--- config.mk ---
export PLATFORM = sky130hd
export DESIGN_NAME = uart_rx
export DESIGN_NICKNAME = d
export VERILOG_FILES = /design/src/rtl/uart_rx.sv
export SDC_FILE = /design/constraint.sdc
export NUM_CORES = 1
export LEC_CHECK = 0
export BUFFER_PORTS_ARGS = -buffer_cell sky130_fd_sc_hd__buf_2
export CAP_MARGIN = 10
export CORE_AREA = 2 2 80 82
export DETAILED_ROUTE_END_ITERATION = 16
export DIE_AREA = 0 0 82 84
export PLACE_DENSITY = 0.52
export SLEW_MARGIN = 15
export SYNTH_ARGS = -nofsm -noshare
export SYNTH_HDL_FRONTEND = slang
export SYNTH_SLANG_ARGS = --single-unit
--- constraint.sdc ---
create_clock -name clk -period 2.3 [get_ports clk]
set_input_delay 0.115 -clock clk [delete_from_list [all_inputs] [get_ports clk]]
set_output_delay 0.115 -clock clk [all_outputs]
set_load 0.05 [all_outputs]
--- src/rtl/uart_rx.sv ---
`default_nettype none
// ============================================================================
//  Module   : uart_rx
//  Purpose  : Oversampling-free 8N1-style serial receiver with mid-bit sampling
//             and a valid/ready output handshake.
//  Revision : 1.0  initial release
// ============================================================================
module uart_rx #(
  parameter int DATA_WIDTH = 8,
  parameter int BAUD_RATE  = 9600,
  parameter int CLK_FREQ   = 100_000_000
) (
  input  logic                  clk,
  input  logic                  rstn,
  input  logic                  rxif_sig,
  output logic [DATA_WIDTH-1:0] rxif_data,
  output logic                  rxif_valid,
  input  logic                  rxif_ready
);

  localparam int PULSE_WIDTH = CLK_FREQ / BAUD_RATE;
  localparam int HALF        = PULSE_WIDTH / 2;
  localparam int CNT_W       = (PULSE_WIDTH > 1) ? $clog2(PULSE_WIDTH) : 1;
  localparam int IDX_W       = (DATA_WIDTH > 1) ? $clog2(DATA_WIDTH) : 1;

  localparam logic [CNT_W-1:0] C_CNT_HALF = CNT_W'(HALF - 1);
  localparam logic [CNT_W-1:0] C_CNT_FULL = CNT_W'(PULSE_WIDTH - 1);
  localparam logic [IDX_W-1:0] C_IDX_LAST = IDX_W'(DATA_WIDTH - 1);

  typedef enum logic [1:0] {
    IDLE  = 2'd0,
    START = 2'd1,
    DATA  = 2'd2,
    STOP  = 2'd3
  } state_t;

  state_t                r_state, w_state_next;
  logic                  r_sync1, r_sync2;
  logic [CNT_W-1:0]      r_cnt;
  logic [IDX_W-1:0]      r_idx;
  logic [DATA_WIDTH-1:0] r_shift;

  logic w_cnt_clr, w_idx_clr, w_shift_en, w_frame_ok;

  always_comb begin
    w_state_next = r_state;
    w_cnt_clr    = 1'b0;
    w_idx_clr    = 1'b0;
    w_shift_en   = 1'b0;
    w_frame_ok   = 1'b0;
    case (r_state)
      IDLE: begin
        w_cnt_clr = 1'b1;
        if (!r_sync2) w_state_next = START;
      end
      START: begin
        if (r_cnt == C_CNT_HALF) begin
          w_cnt_clr    = 1'b1;
          w_idx_clr    = 1'b1;
          // A line already back high at mid start bit was only a glitch.
          w_state_next = r_sync2 ? IDLE : DATA;
        end
      end
      DATA: begin
        if (r_cnt == C_CNT_FULL) begin
          w_cnt_clr  = 1'b1;
          w_shift_en = 1'b1;
          if (r_idx == C_IDX_LAST) w_state_next = STOP;
        end
      end
      STOP: begin
        if (r_cnt == C_CNT_FULL) begin
          w_cnt_clr    = 1'b1;
          w_frame_ok   = r_sync2;
          w_state_next = IDLE;
        end
      end
      default: w_state_next = IDLE;
    endcase
  end

  always_ff @(posedge clk) begin
    if (rstn) begin
      r_state    <= IDLE;
      r_sync1    <= 1'b1;
      r_sync2    <= 1'b1;
      r_cnt      <= '0;
      r_idx      <= '0;
      r_shift    <= '0;
      rxif_data  <= '0;
      rxif_valid <= 1'b0;
    end else begin
      r_state <= w_state_next;
      r_sync1 <= rxif_sig;
      r_sync2 <= r_sync1;
      r_cnt   <= w_cnt_clr ? '0 : r_cnt + CNT_W'(1);
      if (w_idx_clr) begin
        r_idx <= '0;
      end else if (w_shift_en) begin
        r_shift[r_idx] <= r_sync2;
        r_idx          <= r_idx + IDX_W'(1);
      end
      // A completing frame takes priority over an acceptance in the same cycle.
      if (w_frame_ok) begin
        rxif_data  <= r_shift;
        rxif_valid <= 1'b1;
      end else if (rxif_valid && rxif_ready) begin
        rxif_valid <= 1'b0;
      end
    end
  end

endmodule
`default_nettype wire

==> results of run 1 <==
worst register-to-register path: cells and delay by family, from the launching register on:
kind	cells	cell delay (ns)
buffers and inverters	1	0.20
flip-flops	1	0.36
AND/OR/NAND/NOR	3	1.14
AO/OA/AOI/OAI	1	0.24
worst paths after layout:
kind              slack [ns]  depth (start not counted)  endpoint
setup / recovery        0.23                          5  r_cnt[7]
hold reg to reg         0.41                          1   r_sync2
hold / removal          0.01                          2   r_sync1
setup reg to reg        0.23                          5  r_cnt[7]
cell usage in the layout (no fill, tap or decap), types with 7 or more instances in the layout:
cell / n
nand4_1: 13
xor2_1: 8
buf_4: 7
a21oi_1: 11
nand3_1: 10
mux2i_1: 10
o21ai_0: 7
nor3_1: 11
nor2_1: 7
nand2b_1: 12
buf_2: 12
dfxtp_1: 38
kinds of logic after synthesis:
group / synth area share (%)
xor gates and xnor gates: 5.556
buffers and inverters: 4.040
and+or+nand+nor: 29.15
adders and majority gates: 2.165
muxes: 5.772
AOI/OAI and AO/OA: 9.451
DFF: 43.87
final cells by class:
cell class                      count  area [sq um]
Sequential cell                    38         760.7
Multi-Input combinational cell    133         909.6
Inverter                            1         3.754
Clock buffer                        5         68.82
Clock inverter                      2         10.01
Tap cell                           77         96.34
Fill cell                         648          4134
Timing Repair Buffer               19         112.6
layer usage:
metal	up-vias	part of all wire, %	global-route usage (%)
met4	0	0.23	2.879
met3	2	3.8	4.870
met1	621	49	15.01
met5	-	0	0
li1	700	-	-
met2	20	47	18.48
power breakdown:
part	internal, mW	switching (mW)	leakage [nW]
logic	0.00994	0.0191	0.354
registers	0.660	0.00160	0.306
clock network	0.203	0.232	0.0438
total	0.873	0.252	0.704
registers in the layout, summed over array words and instances, names as in the netlist, named ones only:
signal and flops:
r_cnt 14, r_idx 3, r_shift 8, r_state 1, r_sync1 1, r_sync2 1
rxif_data 8, rxif_valid 1
per-stage QoR:
step	instances	total power, mW	area, sq um	util, %
finish	275	1.126	1962	32.18
global route	275	1.183	1962	32.18
CTS	275	1.143	1962	32.18
detailed placement	268	0.7067	1883	30.89
global placement	268	0.7068	1883	30.89
floorplan	186	0.6982	1734	-
==> metrics.md, run 1 <==
| Metric | Value |
|---|---|
| Wire per inst | ~13 um |
| TritonCTS clock tree | yes |
| Buffers added on ports | 12 |
| Clk sinks | 38 |
| Power per Cell Area | approximately 570 nW/um^2 |
| DP Worst Slack | around 0.24 ns |
| Worst VDD drop | 0.2764 mV |
| Fmax | between 400 and 500 MHz |
| CP Cell Sequence | or3b_1, or4_4, a22oi_2, buf_4, nor3_1 |
| Slowest-stage cell, CP | or4_4 |
| Worst-Margin Slew | around 0.66 ns |
| 1st-pass router iterations | 4 |
| Starting Density | about 28% |
| Layout cell share with drive strength beyond 1 | 16.16% |
| Synth Instances | about 190 |
| Hold/Removal Path Class | in2reg |
| Seq/Total Area, Yosys | about 44% |
| Worst setup margin | ~0.23 ns |
| Die area | 6888 sq um |
| Final HPWL DP | roughly 2.4 mm |
| Clk pin slew, worst setup/hold paths | 0.07 ns |
| Post-CTS sizing | 0 |
| Top cells by area, synth | dfxtp_1 44%, mux2i_1 5.8%, nand4_1 4.7%, nand2b_1 4.3%, xor2_1 4.0% |
| Hold path start | rxif_sig |
| Final period demand of the worst path | a little over 2 ns |
| Async SR Flop Fraction | 0% |
| Fin nets | about 200 |
| Count leader, synth | dfxtp_1 |
| Yosys warnings | 0 |
| Final setup violation count | 0 |
| WHS | around 0.012 ns |
| Clock Skews | 0.005206 ns |
| Critical Path Start | r_cnt[6] |
| WP data arrival | 2.22 ns |
| Synth Register Bits | 38 |
| CP Launch Type | register |
| Status | complete, no violations |
| Unique cell type count in the Yosys netlist | 42 |
| Rows | 29 |
| Leading area contributor after synthesis | dfxtp_1 |
| Relative slew slack | around 56% |
| Setup tns final | 0 ns |
| Final ANT Viol Nets | 0 |
| Crit share post-route | 90.16% |
| Avg Cell Area, Syn | about 9.3 sq um |
| GRT overflow | 0 |
| Clock buffer depth | 2 |
| Post-synth top flop | dfxtp_1 |
| Unrepaired setup endpoints after global routing | false |
| Lkg Pwr | roughly 0.70 nW |
| Worst-path fanout max | 11 |
| Max_cap viols | 0 |
| Post-CTS Hold Fix Bufs | 0 |
| Pin count of the biggest net entering global routing | 39 |
| Netlist area before placement | 1734 sq um |
| Fin. Hold Viols | 0 |
| Max incr delay on CP | between 0.6 and 0.7 ns |
| Number of enable-type register cells in the synthesized netlist | 0 |
| Layout overhead on the synthesized area | 13.13% |
| Top cells by count, synth | 38 x dfxtp_1, 13 x nand4_1, 12 x nand2b_1 |
| Postcts setup bufs | 0 |
| Antenna cells | 0 |
| Antenna violations before repair | 0 |
| First DRT Iteration DRCs | 56 |
| I/O pin cnt | 13 |
| Critical path class | reg2reg |
| Crit-path leading delay family | simple AND/OR/NAND/NOR gates |
| Die W | just over 80 um |
| Syn Nets | between 150 and 200 |
| H-tree depth | 2 |
| Core area | approximately 6000 sq um |
| Vias in the first global route | around 1,400 |
| Worst R2R Start | r_cnt[6] |
| Root Driver | clkbuf_8 |
| Buf/Inv on CP | 1 |
| Die span in y | between 80 and 90 um |
| GRT Resource Usage Total | between 10% and 20% |
| Vias per Instance | approximately 5 |
| Max-slew violation count | 0 |
| First-pass GRT wire length | 6.361 mm |
| Worst Path Required | approximately 2.5 ns |
| Residual DRC | 0 |
| Routability Congestion | roughly 0.74 |
| CTS buffer count | 5 |
| DRT Wirelength | approximately 3.5 mm |
| Via count | around 1,300 |
| Crit end category | register |
| Latest clock arrival within the worst-skew pair | a little under 0.3 ns |
| Post-synth top area share | 43.87% |
(Power assumes the default switching activity.)
==> run 2, diff against run 1 <==
--- a/config.mk
+++ b/config.mk
@@ -7,9 +7,9 @@
 export LEC_CHECK = 0
 export BUFFER_PORTS_ARGS = -buffer_cell sky130_fd_sc_hd__buf_2
 export CAP_MARGIN = 10
-export CORE_AREA = 2 2 80 82
+export CORE_AREA = 2 2 72 91
 export DETAILED_ROUTE_END_ITERATION = 16
-export DIE_AREA = 0 0 82 84
+export DIE_AREA = 0 0 74 93
 export PLACE_DENSITY = 0.52
 export SLEW_MARGIN = 15
 export SYNTH_ARGS = -nofsm -noshare
==> run 2 against run 1 <==
Against the previous run: critical path depth is 1 higher; combinational power barely moved; design area rose by 2.2%; wire length grew 0.43%; worst setup slack got worse by 0.0092 ns; clock-buffer cell count increased by 3; die area is essentially flat; via count is 0.89% higher; register-to-register slack barely moved; total power grew 8.4%; global-route usage shrank 0.34 points; critical path type unchanged.
==> metrics.md, run 2 (synthesis results as in run 1) <==
| Metric | Value |
|---|---|
| Status | complete, no violations |
| Worst VDD drop | 0.3585 mV (+30%) |
| H-tree depth | 2 (unchanged) |
| Crit share post-route | 90.56% (+0.40 points) |
| Wire per inst | 12.48 um (-2.8%) |
| Crit-path leading delay family | simple AND/OR/NAND/NOR gates |
| First-pass GRT wire length | 6.216 mm (-2.3%) |
| Post-CTS sizing | 0 (unchanged) |
| Die area | 6882 sq um (about the same) |
| Vias in the first global route | 1,293 (-6.8%) |
| Die span in y | 93 um (+11%) |
| Rows | 32 (+10%) |
| Antenna violations before repair | 0 (unchanged) |
| DRT Wirelength | 3.544 mm (+0.43%) |
| Reg with most FFs | r_cnt |
| Total power | 1.220 mW (+8.4%) |
| Power per Cell Area | 608.1 nW/um^2 (+6.0%) |
| Fin. Hold Viols | 0 (unchanged) |
| Worst-Margin Slew | 0.6399 ns (-0.02475 ns) |
| Layout overhead on the synthesized area | 15.66% |
| Fill count | 634 (-2.2%) |
| Die W | 74 um (-9.8%) |
| Buf/Inv on CP | 1 (unchanged) |
| Residual DRC | 0 (unchanged) |
| Buffers added on ports | 12 (unchanged) |
| First DRT Iteration DRCs | 65 (+16%) |
| Critical path class | reg2reg |
| Pin count of the biggest net entering global routing | 39 (unchanged) |
| Largest registers | r_cnt x14, r_shift x8, rxif_data x8 |
| Clock buffer depth | 2 (unchanged) |
| Max incr delay on CP | 0.68 ns (+0.06 ns) |
| Clock Skews | 0.003212 ns (-0.001994 ns) |
| GRT Resource Usage Total | 11.49% (-0.34 points) |
| Final HPWL DP | 2.424 mm (-0.87%) |
| Relative slew slack | 57.34% (+1.6 points) |
| Setup tns final | 0 ns (unchanged) |
| Root Driver | clkbuf_8 |
| Latest clock arrival within the worst-skew pair | 0.29 ns (about the same) |
| Starting Density | 28.68% (+0.24 points) |
| CP Launch Type | register |
| Fmax | 480.1 MHz (-0.44%) |
| Crit end category | register |
| Final ANT Viol Nets | 0 (unchanged) |
| Lkg Pwr | 0.7179 nW (+1.9%) |
| Hold/Removal Path Class | in2reg |
| Vias per Instance | 4.771 (-2.3%) |
| Antenna cells | 0 (unchanged) |
| WHS | 0.09057 ns (+0.07862 ns) |
| Final period demand of the worst path | 2.083 ns (+0.009187 ns) |
| Final setup violation count | 0 (unchanged) |
| CTS buffer count | 5 (unchanged) |
| Max FFs per register | 14 (unchanged) |
| Via count | 1,355 (+0.89%) |
| Clk pin slew, worst setup/hold paths | 0.07 ns (about the same) |
| Unrepaired setup endpoints after global routing | false |
| Layout cell share with drive strength beyond 1 | 16.08% (-0.081 points) |
| Slowest-stage cell, CP | or4_4 |
| Max-slew violation count | 0 (unchanged) |
| Leading cell type in the layout, fill and taps excluded | dfxtp_1 |
| Most frequent cells in the layout | 38 x dfxtp_1, 13 x nand4_1, 12 x nand2b_1, 12 x buf_2 |
| GRT overflow | 0 (unchanged) |
| Clk sinks | 38 (unchanged) |
| CP Cell Sequence | ha_1, nand4bb_1, or4_4, a22oi_2, buf_4, nor3_1 |
| Routability Congestion | 0.7308 (-1.5%) |
| Core area | 6046 sq um (-0.82%) |
| Postcts setup bufs | 0 (unchanged) |
| Max_cap viols | 0 (unchanged) |
| Worst Path Required | 2.45 ns (about the same) |
| TritonCTS clock tree | yes |
| Worst-path fanout max | 15 (+4) |
| I/O pin cnt | 13 (unchanged) |
| 1st-pass router iterations | 4 (unchanged) |
| Fin nets | 205 (unchanged) |
| WP data arrival | 2.23 ns (about the same) |
run 2: cell types whose count changed in the layout (fill, tap and decap cells not counted), sizes merged:
| cell | before | now |
|---|---|---|
| dlygate4sd3 | 0 | 1 |
| buf | 19 | 18 |
| clkinv | 2 | 0 |
| clkbuf | 5 | 8 |
run 2: layout make-up:
| cell class | instances | area, sq um | share of cell area, % |
|---|---|---|---|
| inverter | 1 | 3.754 | 0.1871 |
| timing repair buffer | 19 | 115.1 | 5.739 |
| clock buffer | 8 | 110.1 | 5.490 |
| sequential | 38 | 760.7 | 37.93 |
| tap | 85 | 106.4 | 5.303 |
| multi-input combinational | 133 | 909.6 | 45.35 |
run 2: power breakdown:
part | total [mW] | internal (mW) | switching [mW]
clock network | 0.529 | 0.303 | 0.226
logic | 0.0294 | 0.0104 | 0.0190
registers | 0.661 | 0.660 | 0.00151
total | 1.22 | 0.973 | 0.247
run 2: path summary, 6_finish.rpt:
kind              start    endpoint  depth (start not counted)  slack, ns
max            r_cnt[0]    r_cnt[6]                          6       0.22
min          rxif_ready  rxif_valid                          3       0.09
max reg2reg    r_cnt[0]    r_cnt[6]                          6       0.22
min reg2reg     r_sync1     r_sync2                          1       0.41
run 2: per-stage QoR:
stage               setup slack, ns  instances  utilization, %  instance area [sq um]
finish                       0.2171        284           33.17                   2006
global route                0.04234        284           33.17                   2006
CTS                          0.1966        284           33.17                   2006
detailed placement           0.2126        275           31.19                   1886
global placement             0.2236        275           31.19                   1886
floorplan                    0.2985        186               -                   1734
run 2: worst reg2reg max path: stages (launching register included):
cell	delay [ns]
dfxtp_1	0.35
ha_1	0.17
nand4bb_1	0.23
or4_4	0.68
a22oi_2	0.20
buf_4	0.23
nor3_1	0.08
run 2: timing repair:
item	4_1_cts	5_1_grt
hold buffers	1	0
endpoints found under the hold margin	1	0
endpoints found under the setup margin	0	0
run 2: metal layers:
layer / up-vias / wire (um) / global-route usage, % / share of wire [%]
met5: - / 0 / 0 / 0
met4: 0 / 55 / 3.636 / 1.6
met3: 8 / 110 / 2.909 / 3.1
met2: 20 / 1721 / 18.75 / 49
met1: 627 / 1657 / 14.64 / 47
li1: 700 / - / - / -
==> run 3, diff against run 2 <==
--- a/config.mk
+++ b/config.mk
@@ -7,10 +7,12 @@
 export LEC_CHECK = 0
 export BUFFER_PORTS_ARGS = -buffer_cell sky130_fd_sc_hd__buf_2
 export CAP_MARGIN = 10
+export CELL_PAD_IN_SITES_DETAIL_PLACEMENT = 1
+export CELL_PAD_IN_SITES_GLOBAL_PLACEMENT = 1
 export CORE_AREA = 2 2 72 91
 export DETAILED_ROUTE_END_ITERATION = 16
 export DIE_AREA = 0 0 74 93
-export PLACE_DENSITY = 0.52
+export PLACE_DENSITY = 0.62
 export SLEW_MARGIN = 15
 export SYNTH_ARGS = -nofsm -noshare
 export SYNTH_HDL_FRONTEND = slang
==> run 3 against run 2 <==
Against the previous run: largest power group unchanged; register-to-register slack lost 0.02 ns; design area shrank 0.81%; critical path type unchanged; clock skew grew 0.0039 ns; sequential power is essentially flat.
==> metrics.md, run 3 (synthesis results as in run 1) <==
| Metric | Value |
|---|---|
| Rows | 32 (unchanged) |
| CTS buffer count | 5 (unchanged) |
| Crit share post-route | 91.36% (+0.80 points) |
| Layout overhead on the synthesized area | 14.72% |
| Max_cap viols | 0 (unchanged) |
| Worst VDD drop | 0.3706 mV (+3.4%) |
| GRT Resource Usage Total | 11.79% (+0.30 points) |
| R2r endpoint | r_cnt[13] |
| Lkg Pwr | 0.7107 nW (-1.0%) |
| Reg with most FFs | r_cnt |
| Antenna violations before repair | 0 (unchanged) |
| Vias per Instance | 4.806 (+0.72%) |
| Antenna cells | 0 (unchanged) |
| Worst-path fanout max | 15 (unchanged) |
| WHS | 0.01064 ns (-0.07994 ns) |
| Buffers added on ports | 12 (unchanged) |
| Layout cell share with drive strength beyond 1 | 15.66% (-0.42 points) |
| Vias in the first global route | 1,348 (+4.3%) |
| Fin. Hold Viols | 0 (unchanged) |
| Clk sinks | 38 (unchanged) |
| Final HPWL DP | 2.666 mm (+10%) |
| WP data arrival | 2.24 ns (about the same) |
| Register-to-register setup slack | 0.20 ns (-0.02 ns) |
| Core area | 6046 sq um (unchanged) |
| Root Driver | clkbuf_8 |
| Largest registers | r_cnt x14, r_shift x8, rxif_data x8 |
| Crit end category | register |
| Die span in y | 93 um (unchanged) |
| I/O pin cnt | 13 (unchanged) |
| Final period demand of the worst path | 2.101 ns (+0.01830 ns) |
| Clock buffer depth | 2 (unchanged) |
| Setup tns final | 0 ns (unchanged) |
| Postcts setup bufs | 0 (unchanged) |
| 1st-pass router iterations | 2 (-2) |
| Reg2Reg Depth | 5 (-1) |
| Pin count of the biggest net entering global routing | 39 (unchanged) |
| Crit path to | r_cnt[13] |
| Critical path class | reg2reg |
| Clk pin slew, worst setup/hold paths | 0.07 ns (about the same) |
| Residual DRC | 0 (unchanged) |
| Final ANT Viol Nets | 0 (unchanged) |
| Unrepaired setup endpoints after global routing | false |
| Max FFs per register | 14 (unchanged) |
| Post-CTS sizing | 0 (unchanged) |
| Via count | 1,360 (+0.37%) |
| Fin nets | 204 (-0.49%) |
| Fmax | 475.9 MHz (-0.87%) |
| DRT Wirelength | 3.903 mm (+10%) |
| Latest clock arrival within the worst-skew pair | 0.29 ns (about the same) |
| TritonCTS clock tree | yes |
| Status | complete, no violations |
| H-tree depth | 2 (unchanged) |
| Die W | 74 um (unchanged) |
| Die area | 6882 sq um (unchanged) |
| Worst Path Required | 2.43 ns (-0.02 ns) |
| Starting Density | 28.68% (unchanged) |
| Post-CTS Hold Fix Bufs | 0 (-1) |
| Routability Congestion | 0.7568 (+3.6%) |
| Leading cell type in the layout, fill and taps excluded | dfxtp_1 |
| CP Launch Type | register |
| Most frequent cells in the layout | 38 x dfxtp_1, 13 x nand4_1, 12 x nand2b_1, 12 x buf_2 |
| Relative slew slack | 56.14% (-1.2 points) |
| Worst R2R Start | r_cnt[6] |
| Final setup violation count | 0 (unchanged) |
| First-pass GRT wire length | 6.437 mm (+3.6%) |
| Hold/Removal Path Class | in2reg |
| Clock Skews | 0.007158 ns (+0.003946 ns) |
| Critical Path Start | r_cnt[6] |
| Worst-Margin Slew | 0.6580 ns (+0.01805 ns) |
| Max-slew violation count | 0 (unchanged) |
| Power per Cell Area | 583.3 nW/um^2 (-4.1%) |
| Wire per inst | 13.79 um (+11%) |
| Total power | 1.160 mW (-4.9%) |
| First DRT Iteration DRCs | 77 (+18%) |
| GRT overflow | 0 (unchanged) |
## run 3: worst max-delay path, stage by stage, from the launching register on
cell and delay (ns):
dfxtp_1 0.37, or3b_1 0.46, or4_4 0.62, a22oi_2 0.27
buf_12 0.17, a211oi_1 0.06
## run 3: metal layers
metal / up-vias / wire [um] / track usage, %
li1: 697 / - / -
met1: 645 / 1860 / 14.69
met2: 14 / 1929 / 20.16
met3: 4 / 79 / 2.909
met4: 0 / 33 / 2.727
met5: - / 0 / 0
## run 3: area by class of cell
| type | count | area [sq um] |
|---|---|---|
| clock buffers | 7 | 86.33 |
| fillers | 710 | 4056 |
| multi-input cells | 133 | 909.6 |
| well taps | 85 | 106.4 |
| repair buffers | 18 | 117.6 |
| flip-flops and latches | 38 | 760.7 |
| inverters | 1 | 3.754 |
| clock inverters | 1 | 5.005 |
## run 3: where the power goes
| group | switching (mW) | internal, mW | leakage (nW) |
|---|---|---|---|
| Clock | 0.227 | 0.242 | 0.0482 |
| Sequential | 0.00169 | 0.660 | 0.306 |
| Combinational | 0.0194 | 0.0105 | 0.356 |
## run 3: worst min-delay path by stage
stage | from | endpoint | slack (ns) | depth (start not counted)
3_3_place_gp | rxif_sig | r_sync1 | 0.30 | 2
5_1_grt | rxif_sig | r_sync1 | 0.005 | 2
2_1_floorplan | rxif_sig | r_sync1 | 0.22 | 1
4_1_cts | rxif_sig | r_sync1 | 0.008 | 2
3_5_place_dp | rxif_sig | r_sync1 | 0.31 | 2
6_report | rxif_sig | r_sync1 | 0.01 | 2
## run 3: through the flow
| step | cells | setup slack (ns) | utilization, % | cell area, sq um |
|---|---|---|---|---|
| global placement | 275 | 0.2256 | 31.39 | 1898 |
| floorplan | 186 | 0.2985 | - | 1734 |
| CTS | 283 | 0.1811 | 32.91 | 1989 |
| global route | 283 | 0.1077 | 32.91 | 1989 |
| finish | 283 | 0.1988 | 32.91 | 1989 |
| detailed placement | 275 | 0.2068 | 31.39 | 1898 |
